==> config.mk <==
export PLATFORM = sky130hd
export DESIGN_NAME = sub_pipe_flat
export DESIGN_NICKNAME = d
export VERILOG_FILES = /design/src/rtl/sub_pipe_if.sv /design/src/rtl/sub_pipe.sv /design/src/flat_wrapper.sv
export SDC_FILE = /design/constraint.sdc
export NUM_CORES = 1
export LEC_CHECK = 0
export CORE_AREA = 4 4 68 64
export CTS_CLUSTER_DIAMETER = 50
export CTS_CLUSTER_SIZE = 10
export DETAILED_ROUTE_END_ITERATION = 10
export DIE_AREA = 0 0 72 68
export PLACE_DENSITY = 0.65
export SLEW_MARGIN = 25
export SYNTH_ARGS = -nofsm -noshare
export SYNTH_HDL_FRONTEND = slang
export SYNTH_SLANG_ARGS = --single-unit
==> constraint.sdc <==
create_clock -name Clk -period 2.35 [get_ports Clk]
set_input_delay 0.5875 -clock Clk [delete_from_list [all_inputs] [get_ports Clk]]
set_output_delay 0.5875 -clock Clk [all_outputs]
set_load 0.05 [all_outputs]
==> src/rtl/sub_pipe_if.sv <==
// Handshaked operand/result bundle for the pipelined subtractor.
// The producer side drives operands and consumer readiness. The unit side
// returns input readiness and the registered result with its flags.
interface sub_pipe_if #(
  parameter int DATAWIDTH = 8
);
  logic                 in_valid;
  logic                 in_ready;
  logic [DATAWIDTH-1:0] a;
  logic [DATAWIDTH-1:0] b;
  logic                 is_signed;
  logic                 out_valid;
  logic                 out_ready;
  logic [DATAWIDTH-1:0] diff;
  logic                 borrow;
  logic                 overflow;

  modport master (
    output in_valid, a, b, is_signed, out_ready,
    input  in_ready, out_valid, diff, borrow, overflow
  );

  modport slave (
    input  in_valid, a, b, is_signed, out_ready,
    output in_ready, out_valid, diff, borrow, overflow
  );
endinterface

==> src/rtl/sub_pipe.sv <==
// Pipelined, flow-controlled subtractor: diff = a - b.
// Stage 0 holds the arithmetic result and its borrow/overflow flags. The
// remaining stages only carry the result forward. Each stage has its own
// ready term, so an empty stage always accepts (bubbles collapse), and held
// data never moves while the consumer stalls.
module sub_pipe #(
  parameter int DATAWIDTH = 8,
  parameter int STAGES    = 2,
  parameter int SATURATE  = 0
) (
  input logic       Clk,
  input logic       Rst,
  sub_pipe_if.slave bus
);
  localparam int MSB = DATAWIDTH - 1;

  logic [DATAWIDTH:0] raw_s;
  logic               borrow_s;
  logic               overflow_s;
  logic [MSB:0]       res_s;
  logic [STAGES:0]    rdy_s;

  logic               vld_r [STAGES];
  logic [MSB:0]       dat_r [STAGES];
  logic               brw_r [STAGES];
  logic               ovf_r [STAGES];

  // Raw (DATAWIDTH+1)-bit difference and the flags derived from it
  always_comb begin
    raw_s      = {1'b0, bus.a} - {1'b0, bus.b};
    borrow_s   = raw_s[DATAWIDTH];
    overflow_s = (bus.a[MSB] != bus.b[MSB]) && (raw_s[MSB] != bus.a[MSB]);
  end

  // Result select: wrap modulo 2^DATAWIDTH, or clamp when saturation is built in
  always_comb begin
    res_s = raw_s[MSB:0];
    if (SATURATE != 0) begin
      if (!bus.is_signed && borrow_s) begin
        res_s = {DATAWIDTH{1'b0}};
      end else if (bus.is_signed && overflow_s && !bus.a[MSB]) begin
        res_s = {1'b0, {(DATAWIDTH-1){1'b1}}};
      end else if (bus.is_signed && overflow_s) begin
        res_s = {1'b1, {(DATAWIDTH-1){1'b0}}};
      end else begin
        res_s = raw_s[MSB:0];
      end
    end else begin
      res_s = raw_s[MSB:0];
    end
  end

  // Ready chain: a stage can load if it is empty or its successor is moving
  assign rdy_s[STAGES] = bus.out_ready;
  for (genvar g = 0; g < STAGES; g++) begin : g_rdy
    assign rdy_s[g] = ~vld_r[g] | rdy_s[g+1];
  end

  assign bus.in_ready = rdy_s[0];

  // Stage 0: capture the arithmetic result when the stage can accept
  always_ff @(posedge Clk or negedge Rst) begin
    if (!Rst) begin
      vld_r[0] <= 1'b0;
      dat_r[0] <= {DATAWIDTH{1'b0}};
      brw_r[0] <= 1'b0;
      ovf_r[0] <= 1'b0;
    end else if (rdy_s[0]) begin
      vld_r[0] <= bus.in_valid;
      if (bus.in_valid) begin
        dat_r[0] <= res_s;
        brw_r[0] <= borrow_s;
        ovf_r[0] <= overflow_s;
      end else begin
        dat_r[0] <= dat_r[0];
        brw_r[0] <= brw_r[0];
        ovf_r[0] <= ovf_r[0];
      end
    end else begin
      vld_r[0] <= vld_r[0];
    end
  end

  for (genvar g = 1; g < STAGES; g++) begin : g_stage
    // Carry stage: take the predecessor's contents whenever this stage can accept
    always_ff @(posedge Clk or negedge Rst) begin
      if (!Rst) begin
        vld_r[g] <= 1'b0;
        dat_r[g] <= {DATAWIDTH{1'b0}};
        brw_r[g] <= 1'b0;
        ovf_r[g] <= 1'b0;
      end else if (rdy_s[g]) begin
        vld_r[g] <= vld_r[g-1];
        dat_r[g] <= dat_r[g-1];
        brw_r[g] <= brw_r[g-1];
        ovf_r[g] <= ovf_r[g-1];
      end else begin
        vld_r[g] <= vld_r[g];
      end
    end
  end

  assign bus.out_valid = vld_r[STAGES-1];
  assign bus.diff      = dat_r[STAGES-1];
  assign bus.borrow    = brw_r[STAGES-1];
  assign bus.overflow  = ovf_r[STAGES-1];
endmodule
==> src/flat_wrapper.sv <==
// flat-port wrapper written by rule: the top's interface ports become plain ports
module sub_pipe_flat 
#(
  parameter int DATAWIDTH = 8,
  parameter int STAGES    = 2,
  parameter int SATURATE  = 0
)
  (Clk, Rst, bus_in_valid, bus_a, bus_b, bus_is_signed, bus_out_ready, bus_in_ready, bus_out_valid, bus_diff, bus_borrow, bus_overflow);
  sub_pipe_if #(.DATAWIDTH(DATAWIDTH)) bus_i ();
  input logic Clk;
  input logic Rst;
  input wire logic [$bits(bus_i.in_valid)-1:0] bus_in_valid;
  input wire logic [$bits(bus_i.a)-1:0] bus_a;
  input wire logic [$bits(bus_i.b)-1:0] bus_b;
  input wire logic [$bits(bus_i.is_signed)-1:0] bus_is_signed;
  input wire logic [$bits(bus_i.out_ready)-1:0] bus_out_ready;
  output wire logic [$bits(bus_i.in_ready)-1:0] bus_in_ready;
  output wire logic [$bits(bus_i.out_valid)-1:0] bus_out_valid;
  output wire logic [$bits(bus_i.diff)-1:0] bus_diff;
  output wire logic [$bits(bus_i.borrow)-1:0] bus_borrow;
  output wire logic [$bits(bus_i.overflow)-1:0] bus_overflow;
  assign bus_i.in_valid = bus_in_valid;
  assign bus_i.a = bus_a;
  assign bus_i.b = bus_b;
  assign bus_i.is_signed = bus_is_signed;
  assign bus_i.out_ready = bus_out_ready;
  assign bus_in_ready = bus_i.in_ready;
  assign bus_out_valid = bus_i.out_valid;
  assign bus_diff = bus_i.diff;
  assign bus_borrow = bus_i.borrow;
  assign bus_overflow = bus_i.overflow;
  sub_pipe #(.DATAWIDTH(DATAWIDTH), .STAGES(STAGES), .SATURATE(SATURATE)) u_core (.Clk(Clk), .Rst(Rst), .bus(bus_i));
endmodule
# [After elaboration in Yosys (flattened, before gate mapping)]
# Index checks and enable logic that the tools add are counted.
[op_classes] n_addsub=1 eq_ne=2 n_bitwise=4 reduce_logical=2
[ops] op="8-bit by 8-bit subtractor with 9-bit output" n=1
[ops] op="1-bit inequality test" n=2
[ops] op="1-bit inverter" n=2
[ops] op="1-bit OR" n=2
[ops] op="2-bit AND reduction" n=1
[ops] op="1-bit logical AND" n=1
[word_totals] regBits=22 in_bits=21 out_inout_bits=12 wordCells=17

# [Logic depth before layout (Yosys ltp)]
# Gate-level depths: netlist of the first run.
[logic_depth] ltp_word=4 ltp_mapped=8

# [Worst setup path after synthesis of the first run]
# No wires, ideal clock.
[synth_timing] path_kind="register -> register" startpoint="register u_core.vld_r (netlist bit u_core.bus.out_valid)" endpoint="register u_core.ovf_r[1] (netlist name)" setup_time_ns=0.092 arrival_ns=1.905 slack_ns=0.352 path_stages_with_launch=6 synth_period_minus_slack_ns=1.998 path_cell_list="dfrtp_1 -> nand3b_1 -> nand2_2 -> buf_2 -> nand2_1 -> o31ai_2"
[synth_between] elab_chain_cells=4
[synth_rtl] item="from (decl)" line="sub_pipe.sv:23" text="logic vld_r [STAGES];"
[synth_rtl] item="from (signal, indexed assignment)" line="sub_pipe.sv:93" text="vld_r[g] <= vld_r[g-1];"
[synth_rtl] item="from (signal, indexed assignment)" line="sub_pipe.sv:98" text="vld_r[g] <= vld_r[g];"
[synth_rtl] item="1-bit inverter" line="sub_pipe.sv:56" text="assign rdy_s[g] = ~vld_r[g] | rdy_s[g+1];"
[synth_rtl] item="1-bit OR (2 in a row)" line="sub_pipe.sv:56"
[synth_rtl] item="net bus_in_ready" line="flat_wrapper.sv:17" text="output wire logic [$bits(bus_i.in_ready)-1:0] bus_in_ready;"
[synth_rtl] item="2-bit AND reduction (no line)"
[synth_rtl] item="to (decl)" line="sub_pipe.sv:26" text="logic ovf_r [STAGES];"
# The timed path passes the listed nets, and every way through them passes these cells.
# A chain may end at the register's enable or synchronous reset.

# [Final worst setup path of the first run]
[layout_timing] startpoint="input bus_b[0]" endpoint="register u_core.dat_r[14] (netlist name)"
[layout_between] elab_chain_cells=1
[layout_rtl] item="from (decl)" line="flat_wrapper.sv:14" text="input wire logic [$bits(bus_i.b)-1:0] bus_b;"
[layout_rtl] item="8-bit by 8-bit subtractor with 9-bit output" line="sub_pipe.sv:30" text="raw_s = {1'b0, bus.a} - {1'b0, bus.b};"
[layout_rtl] item="to (decl)" line="sub_pipe.sv:24" text="logic [MSB:0] dat_r [STAGES];"
# No other way between the ends.

==> run metrics, run 1 <==
yosys warns=0; hold_sp=u_core.vld_r[1]; CTS HTree Levels=1; status=finished clean; vias in the first global route=937; Crit Path Max Fanout=2; Tmin final=2.19 ns; setup_tns=0 ns; reg2reg start=u_core.bus.out_valid; clk buf depth=2; Post-synth top cells=dfrtp_1, nand2_1, mux2_2, inv_1; Post-Synth Simple-Gate Area=11.3%; Post-DP HPWL=1810 µm; synth top area cells=dfrtp_1, mux2_2, ha_1; largest area contributor in the netlist=dfrtp_1; Post-Synthesis Cells=116; CTS tree=done; total number of vias=902; CP Launch Point=bus_b[0]; Sw Ratio=34.6%; Combinational Power Share=40.5%; pre-CTS WS=-0.196 ns; number of iterations in the first detailed-routing pass=4; final instance area=1710 µm²; Slew HR=66.9%; sw power=440 µW; setup violators final=0; clock power share=20.4%; Site Rows=21; r2r endpoint=u_core.dat_r[13]; global route overflow=0; routability cong.=0.825; diode count=0; DP Area=1640 µm²; initial antenna violation count=0; part of the power in registers=39.1%; first-pass GRT wire length=4070 µm; multi-input logic area=591 µm²; share of cells above drive strength 1=24.7%; Core Area=3630 µm²; Fillers=345; worst setup path endpoint=u_core.dat_r[14]; Sequential Area=551 µm²; PD cells=745 nW/µm²; Seq/Total Area, Yosys=44.4%; post-synthesis compound-gate area fraction=14.9%; Synth Area in Adders=9.70%; Die Height=68 µm; crit path kind=in2reg; DR vias/cell=4.51; RSZ-0062 raised after global routing=false; largest net degree at the start of global routing=23; clk sinks=22; CTS buffer count=3; Post-synth EDFFs=0; DIE AREA=4900 µm²; largest family of logic cells by synthesized area=compound AO/OA/AOI/OAI gates; Max Slew Vio Count=0; clock-pin slew on the worst setup and hold paths=0.07 ns; clk_skew=0.00289 ns; worst min-delay path category=reg2reg; max-cap viol count=0; Avg Cell Area, Syn=10.7 µm²; overall routing resource usage=10.4%; VDD IR max=0.000272 V; num ports=33; fin util=47.0%; kind of start point of the critical path=primary input; flop-to-flop setup slack=1.00 ns; Unique masters post-synth=27; Synth Area in XOR/XNOR=2.12%; Yosys reg bits=22; Crit. End Element=flop; post-CTS setup repair buffer count=0; final period utilization=93.4%; top cell type's share of synthesized area=44.4%; NumNets Final=185; drt first-iter violations=34; post-synthesis mux area share=9.09%; leak pwr=0.781 nW; Final ANT Viol Nets=0; measured slew at the worst slew-check pin=0.494 ns; Worst EP required=2.49 ns; Highest Clock Rate=456 MHz; predominant post-synthesis flop cell=dfrtp_1; Root Buffer=clkbuf_8; most instantiated library cell after synthesis=dfrtp_1; Port Buffer Count=31; setup ws final=0.155 ns; hold_ws=0.464 ns; post-DR wirelength/cell=11.0 µm; # DRC=0; die width=72 µm; cell internal pwr=830 µW; fraction of registers with async set/reset=100%; Total Wirelength=2190 µm; R2R depth=4; final hold vios=0; worst skew pair latency=0.26 ns; Initial Util=34.2%; Synth Net Count=146; Arr. time, crit path=2.34 ns; Post-Syn Area=1240 µm²; Synth-to-Final Area Change=37.7%
-- worst min-delay path by stage --
stage | endpoint | slack, ns | depth (start not counted)
floorplan | u_core.brw_r[1] | 0.29 | 0
global placement | u_core.bus.out_valid | 0.44 | 1
detailed placement | u_core.bus.out_valid | 0.45 | 1
CTS | u_core.bus.out_valid | 0.47 | 1
global route | u_core.dat_r[8] | 0.51 | 2
finish | u_core.bus.out_valid | 0.46 | 1
-- metal layers --
layer	global-route usage (%)	wire [µm]	up-vias
met4	5.63	56	0
met1	13.9	1040	410
met2	16.5	977	25
met3	1.47	123	5
met5	0	0	-
li1	-	-	462
-- per-stage QoR --
step	total power, mW	instances
2_1_floorplan	0.878	116
3_3_place_gp	1.01	196
3_5_place_dp	1.02	196
4_1_cts	1.29	200
5_1_grt	1.35	200
6_report	1.27	200
-- sequential cells by signal (all words and copies together) (netlist names) --
register              count
u_core.bus.out_valid      1
u_core.bus.borrow         1
u_core.dat_r              8
u_core.vld_r              1
u_core.ovf_r              1
u_core.bus.overflow       1
u_core.bus.diff           8
u_core.brw_r              1
-- critical path: stages --
cell and delay, ns:
clkdlybuf4s50_1 0.46, ha_1 0.18, fa_2 0.24, nor2b_4 0.05, o31ai_2 0.26, buf_4 0.17, nand2b_1 0.05, a211oi_1 0.24
o31ai_1 0.09
-- cell families after synthesis --
kind of cell               count (synthesis)
buffers and inverters                     19
xor gates and xnor gates                   3
muxes                                     10
adders and majority gates                  9
DFF                                       22
and+or+nand+nor                           28
AOI/OAI and AO/OA                         25
-- repair_timing --
action	in CTS	in global routing
hold endpoints to repair	0	0
resized for setup	0	2
endpoints found under the setup margin	0	1
hold buffers	0	0
-- layout make-up --
cell class,count,area share [%]
multi-input cells,75,34.6
flip-flops and latches,22,32.3
repair buffers,44,24.5
well taps,46,3.37
clock buffers,4,3.23
inverters,9,1.98
-- power groups by stage --
| stage | Combinational (mW) | Sequential (mW) | Clock, mW |
|---|---|---|---|
| 4_1_cts | 0.519 | 0.498 | 0.274 |
| 2_1_floorplan | 0.352 | 0.526 | 0 |
| 3_5_place_dp | 0.517 | 0.506 | 0 |
| 6_report | 0.514 | 0.496 | 0.259 |
| 5_1_grt | 0.554 | 0.508 | 0.284 |
| 3_3_place_gp | 0.510 | 0.502 | 0 |
-- cells in the final DEF (no fill, tap or decap), types with 4 or more instances in the layout --
cell	n
buf_4	13
clkbuf_8	4
clkdlybuf4s50_1	30
dfrtp_1	22
ha_1	8
inv_1	9
mux2_2	10
nand2_1	11
nand2b_1	6
nor2_1	6
o21ai_0	6
Power figures use the tool's default switching activity.
==> inputs of run 2 (changes only) <==
--- a/config.mk
+++ b/config.mk
@@ -6,7 +6,6 @@
 export NUM_CORES = 1
 export LEC_CHECK = 0
 export CORE_AREA = 4 4 68 64
-export CTS_CLUSTER_DIAMETER = 50
 export CTS_CLUSTER_SIZE = 10
 export DETAILED_ROUTE_END_ITERATION = 10
 export DIE_AREA = 0 0 72 68
==> results of run 2 <==
No change in the layout: final DEF, timing and power equal those of run 1.
==> inputs of run 3 (changes only) <==
--- a/config.mk
+++ b/config.mk
@@ -10,6 +10,7 @@
 export DETAILED_ROUTE_END_ITERATION = 10
 export DIE_AREA = 0 0 72 68
 export PLACE_DENSITY = 0.65
+export SKIP_LAST_GASP = 1
 export SLEW_MARGIN = 25
 export SYNTH_ARGS = -nofsm -noshare
 export SYNTH_HDL_FRONTEND = slang
==> results of run 3 <==
No change in the layout: final DEF, timing and power equal those of run 1.
